--- config.mk ---
export PLATFORM = sky130hd
export DESIGN_NAME = arena_frame_rx
export DESIGN_NICKNAME = d
export VERILOG_FILES = /design/src/rtl/arena_frame_rx.sv
export SDC_FILE = /design/constraint.sdc
export NUM_CORES = 1
export LEC_CHECK = 0
export BUFFER_PORTS_ARGS = -buffer_cell sky130_fd_sc_hd__buf_4
export CORE_ASPECT_RATIO = 1.1
export CORE_MARGIN = 10
export CORE_UTILIZATION = 52
export CTS_CLUSTER_SIZE = 25
export DETAILED_ROUTE_END_ITERATION = 16
export MAX_ROUTING_LAYER = met4
export PLACE_DENSITY = 0.72
export SLEW_MARGIN = 20
export SYNTH_ARGS = -nofsm -noshare
export SYNTH_HDL_FRONTEND = slang
export SYNTH_SLANG_ARGS = --single-unit
--- constraint.sdc ---
create_clock -name clk -period 2.8 [get_ports clk]
set_clock_uncertainty 0.2 [all_clocks]
set_input_delay 0.14 -clock clk [delete_from_list [all_inputs] [get_ports clk]]
set_output_delay 0.14 -clock clk [all_outputs]
set_load 0.05 [all_outputs]
--- src/rtl/arena_frame_rx.sv ---
// rtl/arena_frame_rx.sv - de-framer for arena-state snapshots received over the UART link
module arena_frame_rx #(
    parameter int          NUM_BITS    = 100,
    parameter logic [7:0]  HDR_BYTE    = 8'hA5,
    parameter int          TIMEOUT_CYC = 100000
) (
    input  logic                clk,
    input  logic                rst,
    input  logic [7:0]          i_rx_data,
    input  logic                i_rx_valid,
    output logic [NUM_BITS-1:0] o_arena_0,
    output logic                o_frame_valid,
    output logic                o_frame_err,
    output logic [7:0]          o_frame_cnt,
    output logic                o_busy
);

    localparam int NUM_BYTES = (NUM_BITS + 7) / 8;
    localparam int SHADOW_W  = NUM_BYTES * 8;
    localparam int TW        = (TIMEOUT_CYC > 1) ? $clog2(TIMEOUT_CYC) : 1;

    typedef enum logic [1:0] {
        S_HUNT  = 2'd0,
        S_DATA  = 2'd1,
        S_CHECK = 2'd2
    } state_t;

    state_t                r_state;
    state_t                w_next_state;
    logic [SHADOW_W-1:0]   r_shadow;
    logic [NUM_BITS-1:0]   r_arena;
    logic [3:0]            r_byte_idx;
    logic [7:0]            r_csum;
    logic [TW-1:0]         r_timer;
    logic                  r_frame_valid;
    logic                  r_frame_err;
    logic [7:0]            r_frame_cnt;
    logic                  r_busy;

    logic                  w_hdr_seen;
    logic                  w_last_data;
    logic                  w_expire;
    logic                  w_pad_ok;
    logic                  w_good;
    logic                  w_bad;

    // A byte arriving on the expiry cycle suppresses the timeout.
    assign w_hdr_seen  = i_rx_valid && (i_rx_data == HDR_BYTE);
    assign w_last_data = (r_byte_idx == 4'(NUM_BYTES - 1));
    assign w_expire    = (r_state != S_HUNT) && !i_rx_valid
                         && (r_timer == TW'(TIMEOUT_CYC - 1));
    // Bits of the last data byte beyond NUM_BITS must be zero for a frame to count.
    assign w_pad_ok    = ((r_shadow >> NUM_BITS) == '0);
    assign w_good      = (r_state == S_CHECK) && i_rx_valid
                         && (i_rx_data == r_csum) && w_pad_ok;
    assign w_bad       = ((r_state == S_CHECK) && i_rx_valid && !w_good) || w_expire;

    // State register.
    always_ff @(posedge clk) begin
        if (rst) begin
            r_state <= S_HUNT;
        end else begin
            r_state <= w_next_state;
        end
    end

    // Next-state decode: HUNT -> DATA -> CHECK -> HUNT, timeout falls back to HUNT.
    always_comb begin
        w_next_state = r_state;
        case (r_state)
            S_HUNT: begin
                if (w_hdr_seen) w_next_state = S_DATA;
            end
            S_DATA: begin
                if (i_rx_valid && w_last_data) w_next_state = S_CHECK;
                else if (w_expire)             w_next_state = S_HUNT;
            end
            S_CHECK: begin
                if (i_rx_valid || w_expire) w_next_state = S_HUNT;
            end
            default: w_next_state = S_HUNT;
        endcase
    end

    // Datapath: byte assembly, running checksum, inter-byte timer and registered outputs.
    always_ff @(posedge clk) begin
        if (rst) begin
            r_shadow      <= '0;
            r_arena       <= '0;
            r_byte_idx    <= '0;
            r_csum        <= '0;
            r_timer       <= '0;
            r_frame_valid <= 1'b0;
            r_frame_err   <= 1'b0;
            r_frame_cnt   <= '0;
            r_busy        <= 1'b0;
        end else begin
            r_frame_valid <= w_good;
            r_frame_err   <= w_bad;
            r_busy        <= (w_next_state != S_HUNT);

            if (r_state == S_HUNT || i_rx_valid || w_expire) begin
                r_timer <= '0;
            end else begin
                r_timer <= r_timer + 1'b1;
            end

            case (r_state)
                S_HUNT: begin
                    if (w_hdr_seen) begin
                        r_byte_idx <= '0;
                        r_csum     <= '0;
                    end
                end
                S_DATA: begin
                    if (i_rx_valid) begin
                        r_shadow[{r_byte_idx, 3'b000} +: 8] <= i_rx_data;
                        r_csum     <= r_csum ^ i_rx_data;
                        r_byte_idx <= r_byte_idx + 4'd1;
                    end
                end
                S_CHECK: begin
                    if (w_good) begin
                        r_arena     <= r_shadow[NUM_BITS-1:0];
                        r_frame_cnt <= r_frame_cnt + 8'd1;
                    end
                end
                default: begin
                end
            endcase
        end
    end

    assign o_arena_0     = r_arena;
    assign o_frame_valid = r_frame_valid;
    assign o_frame_err   = r_frame_err;
    assign o_frame_cnt   = r_frame_cnt;
    assign o_busy        = r_busy;

endmodule

==> flow_summary_export.csv <==
group,metric,value,unit
global_route,first_global_vias,6722,
yosys,seq_area_frac_synth,51.2,%
floorplanning,die_x,150,µm
global_route,grt_max_degree,141,
timing,finalHoldViolCount,0,
routing,first_pass_iters,5,
power_and_ir_drop,power.leakage,5.02,nW
critical_path,worstPathRequired,2.99,ns
clock_tree,cts.path.max_buffers,3,
yosys,synth_fp_nets,992,
floorplanning,dieArea,24300,µm²
yosys,synth_top_cell_area_share,51.2,%
routing,ant_nets,0,
critical_path,cp_max_fo,10,
floorplanning,start_util,52.6,%
global_route,overflow,0,
floorplanning,die_h,163,µm
routing,vias,7044,
critical_path,endpoint_kind,"register",
clock_tree,clk_latency,0.52,ns
yosys,ys_ff_latch,246,
placed_design,place_congestion,0.828,
yosys,syn_inst,975,
clock_tree,cts-root-buf,"clkbuf_16",
routing,drc,0,
power_and_ir_drop,peakVddDrop,0.000409,V
placed_design,port-buffer-count,121,
finish,area_growth,21.6,%
floorplanning,rows,52,
timing,finalSetupViolations,0,
critical_path,crit_slowest_cell,"dfxtp_1",
global_route,grt_pass1_wl,35800,µm
yosys,ys_top_cells_by_area,"dfxtp_1 (51%), mux2i_1 (20%), nor2_1 (7.3%), nand2b_1 (3.9%), clkbuf_1 (2.0%)",
finish,num_antenna_cells,0,
finish,fin_nets,1108,
finish,finalNonFillerCells,1349,
timing,clock.fmax,0.385,GHz
timing,relSlewSlack,56.7,%
clock_tree,cts_tree,"built",
power_and_ir_drop,powerDensity,604,nW/µm²
yosys,synth_edf_count,0,
yosys,yosysTopAreaCell,"dfxtp_1",
placed_design,dpl.hpwl,14000,µm
timing,rsz0062_at_grt,"no",
routing,wire_per_inst,16.5,µm
run,drv_cap,0,
critical_path,path_cells,"inv_1 -> ha_1 -> or3b_2 -> o31a_1 -> or2_2 -> mux2i_1 -> nor2_1",
timing,fin_setup_tns,0,ns
clock_tree,cts_sinks,246,
yosys,synth_area,9620,µm²
yosys,synth.most_common_cell,"dfxtp_1",
finish,drive_gt1_share,18.0,%
global_route,grt_usage,18.1,%
outcome,status,"completed",
critical_path,cp.arrival,2.78,ns
routing,via_per_inst,5.22,
timing,finalMaxSlewViolations,0,
finish,fillers,1501,
critical_path,slowest_delay,0.56,ns
critical_path,worstSetupStartpointType,"register",
timing,tightest_slew,0.647,ns
clock_tree,cts_htree_levels,1,
clock_tree,cts_buffers,25,
hold_path,timing.hold.worst.class,"reg -> reg",
yosys,ys_types,45,
global_route,antenna_found_initial,0,
routing,finalWirelength,22300,µm
critical_path,worstSetupPathType,"reg -> reg",
floorplanning,core,18300,µm²
routing,drtIter0Drc,348,
yosys,ys_async_sr_fraction,0,%
timing,layout_min_cycle_time,2.59,ns
placed_design,post-place-cells,1297,
yosys,synth_common_cells,"dfxtp_1 (246), mux2i_1 (188), nor2_1 (187)",
floorplanning,io_pins,122,
timing,finalCritPeriodShare,92.7,%
clock_tree,cts.clk_slew.worst_paths,0.06,ns
yosys,synth_ff_type,"dfxtp_1",
yosys,syn_avg_cell_area,9.86,µm²
yosys,ys_warn_count,0,
## flip-flops by register name, summed over array words and instances, names as in the netlist
signal / count
r_shadow: 104
o_arena_0: 100
r_timer: 17
o_frame_cnt: 8
r_csum: 8
r_byte_idx: 4
r_state: 2
o_busy: 1
o_frame_err: 1
o_frame_valid: 1
## kinds of logic after synthesis
family | synth area share (%)
AO/OA/AOI/OAI | 3.79
XOR/XNOR | 2.64
adder cells (fa/ha/maj) | 0.781
buffers and inverters | 3.30
flip-flops | 51.2
multiplexers | 19.6
AND/OR/NAND/NOR | 18.7
## stage by stage
| stage | area (µm²) | setup slack [ns] | power (W) | utilization, % | hold slack, ns |
|---|---|---|---|---|---|
| after floorplan | 9620 | 0.128 | 0.00366 | - | 0.105 |
| after global placement | 10700 | 0.262 | 0.00372 | 58.8 | 0.241 |
| after detailed placement | 10700 | 0.220 | 0.00372 | 58.8 | 0.250 |
| after CTS | 11700 | 0.177 | 0.00713 | 63.9 | 0.263 |
| after global routing | 11700 | 0.0167 | 0.00729 | 64.0 | 0.272 |
| final | 11700 | 0.205 | 0.00706 | 64.0 | 0.271 |
## cells in the final DEF (no fill, tap or decap), types with 7 or more instances in the layout
cell and instances:
nand2_1 38, buf_4 139, xor2_1 10, nand4_1 9, dfxtp_1 246, a311oi_1 8
inv_1 7, mux2i_1 188, nand3_1 29, clkbuf_16 25, o21ai_0 21, nor2_1 187
a21oi_1 19, xnor2_1 19, nand2b_1 60, dlygate4sd3_1 10
## cell type report
| type | count | area (µm²) | share of cell area [%] |
|---|---|---|---|
| Multi-Input combinational cell | 659 | 4410 | 37.7 |
| Inverter | 7 | 26.3 | 0.225 |
| Sequential cell | 246 | 4920 | 42.1 |
| Tap cell | 243 | 304 | 2.60 |
| Clock inverter | 8 | 148 | 1.26 |
| Clock buffer | 34 | 689 | 5.89 |
| Timing Repair Buffer | 152 | 1190 | 10.2 |
## power by group
part	total, W	leakage, nW	switching (W)	internal, W
Clock	0.00341	0.410	0.00133	0.00208
Sequential	0.00350	1.98	0.000000236	0.00350
Combinational	0.000153	2.63	0.000106	0.0000471
Total	0.00706	5.02	0.00143	0.00563
## worst paths after layout
| kind | start | endpoint | slack, ns | depth (start not counted) |
|---|---|---|---|---|
| max | r_byte_idx[1] | r_shadow[52] | 0.21 | 7 |
| max reg2reg | r_byte_idx[1] | r_shadow[52] | 0.21 | 7 |
| min reg2reg | r_timer[0] | r_timer[0] | 0.27 | 1 |
| min | r_timer[0] | r_timer[0] | 0.27 | 1 |
## routing by layer
metal	routed length [µm]	vias to the layer above	global-route usage (%)
met2	10200	166	28.3
met4	306	0	4.11
met1	10500	3332	24.0
met5	0	-	-
met3	1260	24	3.11
li1	-	3522	-
## critical path: cells and delay by family, from the launching register on
family	cells	cell delay, ns
buffers and inverters	1	0.12
adder cells (fa/ha/maj)	1	0.31
AO/OA/AOI/OAI	1	0.14
AND/OR/NAND/NOR	3	0.95
multiplexers	1	0.19
flip-flops	1	0.56
## what timing repair did
action | CTS | global route
setup buffers | 0 | 0
hold buffers | 10 | 0
gates resized for setup | 0 | 3
setup endpoints to repair | 0 | 10
endpoints found under the hold margin | 123 | 0
Note: power is estimated with default switching activity, not from simulation.
